**src/rtl/multi_cycle_control.sv**
```systemverilog
// multi_cycle_control
//   Moore controller for a multi-cycle RV32 subset datapath: lw, sw, R-type,
//   I-type ALU, beq and jal. Any other opcode is dropped in DECODE.
//   One state per clock, with no stalls.
// Ports
//   clk, rst          : clock, synchronous active-high reset
//   op, f3, f7        : opcode, funct3, funct7[5] from the instruction register
//   zero              : ALU zero flag (used only for the beq PC write)
//   pcWrite, adrSrc, memWrite, irWrite, resSrc, ALUcontrol,
//   aluSrcA, aluSrcB, inmSrc, regWrite : datapath controls
//   state             : current state, for debug
module multi_cycle_control (
   input  logic       clk,
   input  logic       rst,
   input  logic [6:0] op,
   input  logic [2:0] f3,
   input  logic       f7,
   input  logic       zero,
   output logic       pcWrite,
   output logic       adrSrc,
   output logic       memWrite,
   output logic       irWrite,
   output logic [1:0] resSrc,
   output logic [2:0] ALUcontrol,
   output logic [1:0] aluSrcA,
   output logic [1:0] aluSrcB,
   output logic [1:0] inmSrc,
   output logic       regWrite,
   output logic [3:0] state
);

   typedef enum logic [3:0] {
      FETCH    = 4'd0,
      DECODE   = 4'd1,
      MEMADR   = 4'd2,
      MEMREAD  = 4'd3,
      MEMWB    = 4'd4,
      MEMWRITE = 4'd5,
      EXECR    = 4'd6,
      EXECI    = 4'd7,
      ALUWB    = 4'd8,
      BEQ      = 4'd9,
      JAL      = 4'd10
   } state_t;

   state_t     st, nx;
   logic       pc_update, branch, ir_write, mem_write, reg_write;
   logic [1:0] alu_op;

   always_ff @(posedge clk) begin
      if (rst) st <= FETCH;
      else     st <= nx;
   end

   always_comb begin
      nx = FETCH;
      case (st)
         FETCH:   nx = DECODE;
         DECODE:
            case (op)
               7'b0000011, 7'b0100011: nx = MEMADR;
               7'b0110011:             nx = EXECR;
               7'b0010011:             nx = EXECI;
               7'b1100011:             nx = BEQ;
               7'b1101111:             nx = JAL;
               default:                nx = FETCH;
            endcase
         MEMADR:  nx = op[5] ? MEMWRITE : MEMREAD;
         MEMREAD: nx = MEMWB;
         EXECR:   nx = ALUWB;
         EXECI:   nx = ALUWB;
         // jal writes rd = OldPC+4 (latched in ALUOut during JAL) in ALUWB,
         // giving the 4-cycle 0,1,10,8 sequence.
         JAL:     nx = ALUWB;
         default: nx = FETCH;
      endcase
   end

   always_comb begin
      pc_update = 1'b0;
      branch    = 1'b0;
      ir_write  = 1'b0;
      mem_write = 1'b0;
      reg_write = 1'b0;
      adrSrc    = 1'b0;
      resSrc    = 2'b00;
      aluSrcA   = 2'b00;
      aluSrcB   = 2'b00;
      alu_op    = 2'b00;
      case (st)
         FETCH: begin
            ir_write  = 1'b1;
            aluSrcB   = 2'b10;
            resSrc    = 2'b10;
            pc_update = 1'b1;
         end
         DECODE: begin
            aluSrcA = 2'b01;
            aluSrcB = 2'b01;
         end
         MEMADR: begin
            aluSrcA = 2'b10;
            aluSrcB = 2'b01;
         end
         MEMREAD:  adrSrc = 1'b1;
         MEMWB: begin
            resSrc    = 2'b01;
            reg_write = 1'b1;
         end
         MEMWRITE: begin
            adrSrc    = 1'b1;
            mem_write = 1'b1;
         end
         EXECR: begin
            aluSrcA = 2'b10;
            alu_op  = 2'b10;
         end
         EXECI: begin
            aluSrcA = 2'b10;
            aluSrcB = 2'b01;
            alu_op  = 2'b10;
         end
         ALUWB:    reg_write = 1'b1;
         BEQ: begin
            aluSrcA = 2'b10;
            alu_op  = 2'b01;
            branch  = 1'b1;
         end
         JAL: begin
            aluSrcA   = 2'b01;
            aluSrcB   = 2'b10;
            pc_update = 1'b1;
         end
         default: ;
      endcase
   end

   // Immediate format follows the opcode in every state so it is ready in DECODE.
   always_comb begin
      case (op)
         7'b0100011: inmSrc = 2'b01;
         7'b1100011: inmSrc = 2'b10;
         7'b1101111: inmSrc = 2'b11;
         default:    inmSrc = 2'b00;
      endcase
   end

   always_comb begin
      ALUcontrol = 3'b000;
      case (alu_op)
         2'b01: ALUcontrol = 3'b001;
         2'b10:
            case (f3)
               // sub only for R-type (op[5]=1); addi ignores funct7.
               3'b000:  ALUcontrol = (op[5] & f7) ? 3'b001 : 3'b000;
               3'b010:  ALUcontrol = 3'b101;
               3'b110:  ALUcontrol = 3'b011;
               3'b111:  ALUcontrol = 3'b010;
               default: ALUcontrol = 3'b000;
            endcase
         default: ALUcontrol = 3'b000;
      endcase
   end

   // Write enables are held off while reset is asserted; zero reaches
   // pcWrite combinationally only through the branch term.
   assign pcWrite  = ~rst & (pc_update | (branch & zero));
   assign irWrite  = ~rst & ir_write;
   assign memWrite = ~rst & mem_write;
   assign regWrite = ~rst & reg_write;
   assign state    = st;

endmodule

```
**config.mk**
```make
export PLATFORM = sky130hd
export DESIGN_NAME = multi_cycle_control
export DESIGN_NICKNAME = d
export VERILOG_FILES = /design/src/rtl/multi_cycle_control.sv
export SDC_FILE = /design/constraint.sdc
export NUM_CORES = 1
export LEC_CHECK = 0
export BUFFER_PORTS_ARGS = -buffer_cell sky130_fd_sc_hd__buf_4
export CORE_UTILIZATION = 35
export DETAILED_ROUTE_END_ITERATION = 12
export PLACE_DENSITY = 0.71
export SYNTH_ARGS = -nofsm -noshare
export SYNTH_HDL_FRONTEND = slang
export SYNTH_SLANG_ARGS = --single-unit
export TNS_END_PERCENT = 50
```
**constraint.sdc**
```tcl
create_clock -name clk -period 1.6 [get_ports clk]
set_input_delay 0.32 -clock clk [delete_from_list [all_inputs] [get_ports clk]]
set_output_delay 0.32 -clock clk [all_outputs]
set_load 0.1 [all_outputs]
```
==> metrics, run 1 <==
status stopped before the end; Failed at 4_1_cts; Error [ERROR DPL-0038] Utilization greater than 100%, impossible to legalize; DP HPWL 1420 microns; Gate Count Post-Synth 77; register area share after synthesis 0.150; cts bufs inserted 3; largest family of logic cells by synthesized area simple AND/OR/NAND/NOR gates; row count 13; Initial Util 0.392; Die Y-Extent 41.1 microns; IO buf count 33; XOR/XNOR Fraction of Synth Area 0.0327; adder-cell share of the synthesized area 0.0467; GP Congestion 0.687; Simple-Gate Fraction of Synth Area 0.488; H-Tree Depth 1; post-cts resize count 57; I/O Pins 34; dpl cell area 1150 sq um; Mean Syn Cell Area 6.95 sq um; cts hold-fix bufs 0; Net Count, Synth 93; Yosys warnings 0; Longest Clk Path Bufs 2; Yosys reg bits 4; clock sink count 4; Chip Width 41.1 microns; Mapped Area between 500 and 600 sq um; Root Driver clkbuf_4; complex-gate fraction of the synthesized area 0.224; multiplexer share of the synthesized area 0; Netlist cell types 34; Setup Buffers After CTS 8
## Yosys cell counts
master | instances | share of area
nand3b_1 | 4 | 0.056
o2bb2a_1 | 1 | 0.019
nor4_1 | 1 | 0.012
xnor2_1 | 1 | 0.016
or3_1 | 1 | 0.012
or2b_1 | 1 | 0.014
a2111oi_0 | 2 | 0.033
and2_1 | 1 | 0.012
nor2_1 | 2 | 0.014
nor3b_1 | 2 | 0.028
o21ai_0 | 3 | 0.028
a2111o_1 | 1 | 0.021
or3b_2 | 1 | 0.016
clkbuf_1 | 3 | 0.021
a21oi_1 | 5 | 0.047
ha_1 | 2 | 0.047
or3b_1 | 1 | 0.016
buf_2 | 1 | 0.0093
o31ai_1 | 1 | 0.014
inv_1 | 3 | 0.021
a211oi_1 | 2 | 0.028
a21oi_2 | 1 | 0.016
and2b_1 | 1 | 0.014
nand2b_1 | 4 | 0.047
nand2_1 | 7 | 0.049
a32o_1 | 1 | 0.019
dfxtp_1 | 4 | 0.15
nor2b_1 | 4 | 0.047
buf_1 | 1 | 0.0070
xor2_1 | 1 | 0.016
and3b_2 | 1 | 0.019
nand4_1 | 3 | 0.035
or2_2 | 2 | 0.023
nor3_1 | 8 | 0.075
## per-stage QoR
step	setup WS, ns	utilization	std cells	hold WS [ns]	TNS (ns)
after detailed placement	-0.235	0.842	143	0.619	-1.03
after global placement	-0.190	0.842	143	0.617	-0.821
after floorplan	-0.882	-	77	0.474	-11.45
## logic make-up after synthesis
logic type      after synthesis
fa+ha+maj                     2
simple gates                 44
buf+inv                       8
flops                         4
xor+xnor                      2
compound gates               17
==> inputs of run 2 (changes only) <==
- CORE_AREA: not set -> 2 2 63 65
- CORE_UTILIZATION: 35 -> not set
- DIE_AREA: not set -> 0 0 65 67
- PLACE_DENSITY: 0.71 -> not set
- PLACE_DENSITY_LB_ADDON: not set -> 0.15
- clock period: 1.6 -> 2.1 ns (I/O delays scaled with it)
==> run 2 against run 1 <==
Against the previous run:
- the run now ends clean
- synthesized cell count did not move
- synthesized area did not move
==> metrics, run 2 <==
Worst Setup SP state[2]; Final Hold Viols 0; DP HPWL 1620 microns (+14%); critical path endpoint ALUcontrol[1]; synth top area cells dfxtp_1 15%, nor3_1 7.5%, nand3b_1 5.6%; Worst Setup End Kind primary output; worst-margin pin slew 0.307 ns; predominant post-synthesis flop cell dfxtp_1; antenna violations before repair 0; Leakage 0.500 nW; Yosys reg bits 4 (unchanged); Net Count, Synth 93 (unchanged); worst-skew pair later-pin latency 0.22 ns; adder-cell share of the synthesized area 0.0467 (unchanged); DRT iter0 DRCs 13; vias in the first global route 744; power per cell area 364 nW/um^2; complex-gate fraction of the synthesized area 0.224 (unchanged); wirelength, routed 2070 microns; worst path cell trace nand2b_1, or2_4, inv_2, ha_4, nor3b_4, buf_12; Util after Layout 0.351; Largest register FFs 4; Core Box Area between 3000 and 4000 sq um; nets 139; Max-slew headroom 0.794; Simple-Gate Fraction of Synth Area 0.488 (unchanged); pin count of the biggest net entering global routing 10; Post-synth EDFFs 0 (unchanged); status completed; Worst R2R Path Depth 3; DRC 0; first-pass GRT wire length between 3000 and 4000 microns; commonest non-fill, non-tap cell in the layout buf_4; Netlist cell types 34 (unchanged); multiplexer share of the synthesized area 0 (unchanged); Max IR drop VDD 0.203 mV; largest family of logic cells by synthesized area simple AND/OR/NAND/NOR gates; Synth top area share 0.150 (unchanged); Initial Util 0.149 (-0.243); diode count 0; clk_skew 0.00150 ns; Worst EP required between 1.5 and 2 ns; Mapped Area 536 sq um (unchanged); antenna viol nets, final 0; clock sink count 4 (unchanged); CP Data Arrival Time 1.67 ns; Overflow after GRT 0; max cap viols 0; DR pass1 iterations 4; Chip Width 65 microns (+58%); I/O Pins 34 (unchanged); largest stage delay on the critical path 0.35 ns; Layout Cells excl Fill 169; Yosys warnings 0 (unchanged); area grow syn2layout 136%; pre-CTS setup slack 0.103 ns (+0.339 ns); Gate Count Post-Synth 77 (unchanged); IO buf count 33 (unchanged); FMAX 478 MHz; CP max-delay cell dfxtp_4; WL per Instance about 12 microns; crit share post-route 0.996; cts bufs inserted 3 (unchanged); unrepaired setup endpoints after global routing true; Clock transition at path regs roughly 0.03 ns; RR Endpoint state[1]; synth cell count leaders 8 x nor3_1, 7 x nand2_1, 5 x a21oi_1; asr flop ratio synth 0 (unchanged); layout cell share with drive strength beyond 1 0.702; # setup viols final 0; Hold Crit Class flop to flop; fin. max-slew vios 0; Vias about 730; GP Congestion 0.682 (-0.68%); Tot GR Track Use 0.0965; Mean Syn Cell Area 6.95 sq um (unchanged); die area 4360 sq um; row count 22 (+9); largest area contributor in the netlist dfxtp_1; RR Startpoint state[2]; R2R setup slack 0.82 ns; cts hold-fix bufs 0 (unchanged); CTS tree yes; XOR/XNOR Fraction of Synth Area 0.0327 (unchanged); Die Y-Extent 67 microns (+63%); cell with the most instances after synthesis nor3_1; Via density ~4.3; DP Cell Count 161 (+13%); crit-path max FO 6; Longest Clk Path Bufs 2 (unchanged); most frequent cells in the layout 37 x buf_4, 6 x nand2_1, 5 x buf_6; Root Driver clkbuf_8; Final min period 2.09 ns; Setup crit start kind flop; WS Path Type flop to primary output; PnR worst setup slack approximately 0.0079 ns; H-Tree Depth 1 (unchanged); register area share after synthesis 0.150 (unchanged)
run 2: cell counts after synthesis:
Identical to the previous run, type by type.
run 2: report_power, final:
part / switching, mW / total (mW) / internal (mW)
logic: 0.142 / 0.218 / 0.0757
clock network: 0.0410 / 0.163 / 0.122
registers: 0.00480 / 0.0795 / 0.0747
run 2: kinds of logic after synthesis:
family                     after synthesis
DFF                                      4
adders and majority gates                2
AOI/OAI and AO/OA                       17
xor gates and xnor gates                 2
and+or+nand+nor                         44
buffers and inverters                    8
run 2: layout make-up:
cell class / count / area [sq um]
well taps: 48 / 60.1
repair buffers: 46 / 409
multi-input cells: 65 / 649
inverters: 3 / 11.3
fillers: 382 / 2340
clock buffers: 3 / 41.3
flip-flops and latches: 4 / 95.1
run 2: critical path: cells and delay by family (launching register included):
family                     cells  cell delay (ns)
DFF                            1             0.35
buffers and inverters          2             0.27
and+or+nand+nor                3             0.63
adders and majority gates      1             0.21
run 2: through the flow:
stage               power, mW  instance area, sq um  hold slack (ns)  TNS (ns)
floorplan               0.220                   768            0.574     -4.37
global placement        0.277                  1070            0.462         0
detailed placement      0.277                  1070            0.463         0
CTS                     0.451                  1160            0.467   -0.0289
global route            0.484                  1270            0.523    -0.148
finish                  0.460                  1270            0.498         0
run 2: timing repair:
action / in CTS / in global routing
gates resized for setup: 12 / 18
setup endpoints to repair: 4 / 7
pin swaps: 1 / 5
buffers inserted: 1 / 4
run 2: worst min path at each step:
stage / cells past startpoint / start / to / slack [ns]
3_3_place_gp: 1 / state[0] / state[0] / 0.46
4_1_cts: 1 / state[0] / state[0] / 0.47
6_report: 1 / state[0] / state[0] / 0.50
2_1_floorplan: 2 / op[4] / state[2] / 0.57
5_1_grt: 1 / state[0] / state[0] / 0.52
3_5_place_dp: 1 / state[0] / state[0] / 0.46
run 2: metal layers:
layer | track usage | share of wire
met2 | 0.175 | 0.53
met3 | 0.0338 | 0.064
met4 | 0.0239 | 0.0039
met5 | 0 | 0
met1 | 0.107 | 0.40
Note: power is estimated with default switching activity, not from simulation.
==> inputs of run 3 (changes only) <==
- PLACE_DENSITY: not set -> 0.46
- PLACE_DENSITY_LB_ADDON: 0.15 -> not set
==> run 3 against run 2 <==
Against the previous run:
- cell count fell by 1.2%
- die area did not move
- sequential share of layout area rose by 0.37 points
- setup slack improved by 0.013 ns
- register-to-register slack got worse by 0.06 ns
- clock-buffer cell count did not move
- via count fell by 0.82%
- worst hold slack improved by 0.0084 ns
- clock power fell by 4%
- maximum frequency rose by 0.64%
- cell area fell by 4.7%
- clock skew barely moved
==> metrics, run 3 (synthesized netlist as in run 2, its figures left out) <==
CP Data Arrival Time 1.66 ns (about the same); # setup viols final 0 (unchanged); WHS Endpoint state[2]; crit share post-route 0.990 (-0.00630); antenna viol nets, final 0 (unchanged); CTS tree yes; first-pass GRT wire length 3380 microns (+3.4%); Final Cell Area 1210 sq um (-4.7%); WS Path Type flop to primary output; Via density 4.35 (+0.37%); cts bufs inserted 3 (unchanged); Hold Path Cell Cnt 3 (+2); fin. max-slew vios 0 (unchanged); largest stage delay on the critical path 0.34 ns (about the same); Max IR drop VDD 0.141 mV (-30%); cts hold-fix bufs 0 (unchanged); pin count of the biggest net entering global routing 13 (+3); status completed; DP HPWL 1700 microns (+5.2%); DP Cell Count 162 (+0.62%); clk_skew 0.00166 ns (+0.000161 ns); Worst EP required 1.68 ns (about the same); Die Y-Extent 67 microns (unchanged); Chip Width 65 microns (unchanged); Seq pwr share 0.180 (+0.007); NetSw 0.176 mW (-6.5%); Layout Cells excl Fill 167 (-1.2%); unrepaired setup endpoints after global routing true; max cap viols 0 (unchanged); diode count 0 (unchanged); H-Tree Depth 1 (unchanged); RR Endpoint state[1]; worst path cell trace nand2b_4, or2_4, inv_2, ha_4, nor3b_4, buf_12; RR Startpoint state[3]; Leakage 0.477 nW (-4.7%); power per cell area 363 nW/um^2 (-0.20%); vias in the first global route 750 (+0.81%); wirelength, routed 2000 microns (-3.5%); Initial Util 0.149 (unchanged); antenna violations before repair 0 (unchanged); FMAX 481 MHz (+0.64%); I/O Pins 34 (unchanged); Overflow after GRT 0 (unchanged); HP Start op[4]; Worst Setup End Kind primary output; worst-skew pair later-pin latency 0.21 ns (about the same); Sw Ratio 0.401 (-0.00653); R2R setup slack 0.76 ns (-0.06 ns); layout cell share with drive strength beyond 1 0.681 (-0.0218); internal power 0.262 mW (-3.9%); IO buf count 33 (unchanged); Final min period 2.08 ns (-0.0132 ns); Clock transition at path regs 0.03 ns (about the same); area grow syn2layout 125%; Vias 727 (-0.82%); DR pass1 iterations 3 (-1); Hold Crit Class input pin to flop; Final Hold Viols 0 (unchanged); Tot GR Track Use 0.0986 (+0.00207); crit-path max FO 4 (-2); dpl cell area 1070 sq um (+0.70%); Setup crit start kind flop; row count 22 (unchanged); clock group share of total power 0.356 (about the same); WL per Instance 12.0 microns (-2.3%); PnR worst setup slack 0.0211 ns (+0.0132 ns); Core Box Area 3610 sq um (unchanged); Util after Layout 0.334 (-0.0167); Longest Clk Path Bufs 2 (unchanged); commonest non-fill, non-tap cell in the layout buf_4; DRT iter0 DRCs 13 (unchanged); Root Driver clkbuf_8; CP max-delay cell dfxtp_4; clock sink count 4 (unchanged); Max-slew headroom 0.775 (-0.0184); nets 137 (-1.4%); die area 4360 sq um (unchanged); pre-CTS setup slack 0.105 ns (+0.00188 ns); Largest register FFs 4 (unchanged); Comb pwr share 0.465 (-0.008); DRC 0 (unchanged); worst-margin pin slew 0.334 ns (+0.0275 ns); Worst R2R Path Depth 3 (unchanged); most frequent cells in the layout 37 x buf_4, 6 x nand2_1, 5 x buf_6; GP Congestion 0.711 (+4.3%)
-- run 3: cell count changes in the layout (fill, tap and decap cells not counted), sizes merged --
| cell | change |
|---|---|
| buf | -2 |
-- run 3: layout make-up --
cell class	instances	area [sq um]
inverters	3	11.3
clock buffers	3	41.3
flip-flops and latches	4	95.1
well taps	48	60.1
fillers	373	2400
repair buffers	44	374
multi-input cells	65	624
-- run 3: power by group through the flow --
stage / Combinational (mW) / Sequential, mW / Clock (mW)
floorplan: 0.127 / 0.0928 / 0
global placement: 0.198 / 0.0782 / 0
detailed placement: 0.199 / 0.0783 / 0
CTS: 0.202 / 0.0778 / 0.164
global route: 0.214 / 0.0788 / 0.167
finish: 0.203 / 0.0786 / 0.156
-- run 3: worst max-delay path: cells and delay by family (launching register included) --
family	cells	cell delay (ns)
buffers and inverters	2	0.26
AND/OR/NAND/NOR	3	0.63
adder cells (fa/ha/maj)	1	0.21
flip-flops	1	0.34
-- run 3: how the worst max path moves through the flow --
stage | from | endpoint | slack, ns
finish | state[2] | ALUcontrol[1] | 0.02
global route | state[2] | ALUcontrol[1] | -0.04
CTS | state[1] | ALUcontrol[1] | -0.03
detailed placement | state[1] | pcWrite | 0.11
global placement | state[1] | pcWrite | 0.14
floorplan | state[1] | ALUcontrol[1] | -0.49
-- run 3: what timing repair did --
action	4_1_cts	5_1_grt
gates resized for setup	10	10
pin swaps	0	4
setup endpoints to repair	5	5
setup buffers	0	2
-- run 3: stage by stage --
stage | hold WS (ns) | setup TNS, ns | power, mW
2_1_floorplan | 0.574 | -4.37 | 0.220
3_3_place_gp | 0.602 | 0 | 0.276
3_5_place_dp | 0.606 | 0 | 0.277
4_1_cts | 0.501 | -0.0574 | 0.444
5_1_grt | 0.533 | -0.0396 | 0.460
6_report | 0.506 | 0 | 0.438
-- run 3: routing by layer --
metal | share of wire | up-vias | global-route usage
met1 | 0.43 | 342 | 0.123
met2 | 0.52 | 18 | 0.170
met4 | 0.0090 | 0 | 0.0319
met3 | 0.037 | 2 | 0.0186
met5 | 0 | - | 0
li1 | - | 365 | -
==> inputs of run 4 (changes only) <==
- PLACE_DENSITY: 0.46 -> 0.33
- SLEW_MARGIN: not set -> 10
==> run 4 against run 3 <==
Against the previous run:
- critical path depth stayed put
- via count is 2.6% higher
- power is 0.54% higher
- global-route usage is 0.18 points higher
- cell area is 2.1% higher
- critical path type unchanged
- largest cell class unchanged
- largest power group unchanged
==> metrics, run 4 (synthesized netlist as in run 2, its figures left out) <==
crit share post-route 0.983 (-0.00669); unrepaired setup endpoints after global routing true; NetSw 0.177 mW (+0.95%); Longest Clk Path Bufs 2 (unchanged); clock group share of total power 0.357 (about the same); Worst Setup End Kind primary output; Hold Crit Class input pin to flop; die area 4360 sq um (unchanged); CTS tree yes; Largest register FFs 4 (unchanged); CP Data Arrival Time 1.64 ns (-0.02 ns); area grow syn2layout 130%; Via density 4.39 (+0.80%); Sw Ratio 0.403 (+0.00162); Comb pwr share 0.461 (-0.004); commonest non-fill, non-tap cell in the layout buf_4; I/O Pins 34 (unchanged); clk_skew 0.00214 ns (+0.000474 ns); antenna violations before repair 0 (unchanged); DP HPWL 1640 microns (-4.0%); fin. max-slew vios 0 (unchanged); cts bufs inserted 3 (unchanged); DRT iter0 DRCs 19 (+6); Leakage 0.495 nW (+3.9%); # setup viols final 0 (unchanged); Final min period 2.06 ns (-0.0140 ns); first-pass GRT wire length 3420 microns (+1.2%); Tot GR Track Use 0.100 (+0.00178); diode count 0 (unchanged); Layout Cells excl Fill 170 (+1.8%); # fillers 390 (+4.6%); Overflow after GRT 0 (unchanged); worst-skew pair later-pin latency 0.21 ns (about the same); FMAX 484 MHz (+0.68%); Setup crit start kind flop; status completed; Root Driver clkbuf_8; clock sink count 4 (unchanged); nets 140 (+2.2%); pin count of the biggest net entering global routing 16 (+3); power per cell area 357 nW/um^2 (-1.5%); row count 22 (unchanged); Vias 746 (+2.6%); WL per Instance 11.5 microns (-3.6%); DR pass1 iterations 4 (+1); Final Hold Viols 0 (unchanged); internal power 0.263 mW (+0.27%); max cap viols 0 (unchanged); Clock transition at path regs 0.03 ns (about the same); wirelength, routed 1960 microns (-1.9%); Core Box Area 3610 sq um (unchanged); Final Cell Area 1230 sq um (+2.1%); Seq pwr share 0.182 (+0.002); Die Y-Extent 67 microns (unchanged); IO buf count 33 (unchanged); layout cell share with drive strength beyond 1 0.697 (+0.0160); Max IR drop VDD 0.369 mV (+160%); Max-slew headroom 0.757 (-0.0179); most frequent cells in the layout 41 x buf_4, 6 x nand2_1, 4 x a21oi_2, 4 x nand3b_1, 4 x dfxtp_4; GP Congestion 0.620 (-13%); antenna viol nets, final 0 (unchanged); dpl cell area 1090 sq um (+1.2%); DP Cell Count 162 (unchanged); Initial Util 0.149 (unchanged); Chip Width 65 microns (unchanged); DRC 0 (unchanged); WS Path Type flop to primary output; crit-path max FO 4 (unchanged); H-Tree Depth 1 (unchanged); worst-margin pin slew 0.361 ns (+0.0266 ns); Final Power 0.440 mW (+0.54%); vias in the first global route 714 (-4.8%); Worst EP required 1.68 ns (about the same)
-- run 4: layout make-up --
| class | instances | area [sq um] | area share |
|---|---|---|---|
| well taps | 48 | 60.1 | 0.0488 |
| clock buffers | 3 | 41.3 | 0.0335 |
| flip-flops and latches | 4 | 95.1 | 0.0772 |
| inverters | 3 | 11.3 | 0.00915 |
| repair buffers | 47 | 402 | 0.326 |
| multi-input cells | 65 | 622 | 0.505 |
-- run 4: worst max-delay path, stage by stage, from the launching register on --
cell	delay (ns)
dfxtp_4	0.34
nand2b_4	0.14
or2_4	0.26
inv_2	0.06
ha_4	0.21
nor3b_4	0.23
buf_12	0.20
-- run 4: metrics by stage --
step                      utilization  worst slack [ns]  hold WS (ns)  setup TNS [ns]
after floorplan                     -            -0.491         0.574           -4.37
after global placement          0.302             0.146         0.655               0
after detailed placement        0.302             0.123         0.645               0
after CTS                       0.320           -0.0280         0.513         -0.0280
after global routing            0.341           -0.0170         0.550         -0.0429
final                           0.341            0.0351         0.510               0
-- run 4: power groups by stage --
stage          clock network (mW)  registers (mW)  logic [mW]
2_1_floorplan                   0          0.0928       0.127
5_1_grt                     0.169          0.0808       0.214
4_1_cts                     0.161          0.0794       0.199
3_3_place_gp                    0          0.0805       0.198
3_5_place_dp                    0          0.0804       0.197
6_report                    0.157          0.0799       0.203
-- run 4: per-layer routing --
metal,share of wire,track usage,vias up
met5,0,0,-
met4,0,0.00798,0
met3,0.034,0.0321,0
met2,0.51,0.169,12
met1,0.45,0.130,362
li1,-,-,372
-- run 4: path summary, 6_finish.rpt --
kind / slack, ns / cells past startpoint / end / startpoint
worst min-delay path: 0.51 / 3 / state[2] / op[4]
worst max register to register: 0.65 / 4 / state[1] / state[3]
worst max-delay path: 0.04 / 6 / ALUcontrol[1] / state[2]
worst min register to register: 0.67 / 3 / state[1] / state[0]
-- run 4: timing repair --
action                                 4_1_cts  5_1_grt
gates resized for setup                      7       11
endpoints found under the hold margin        0        0
gates cloned                                 0        0
setup endpoints to repair                    3        5
hold buffers                                 0        0
buffers inserted                             0        5
pin swaps                                    1        3
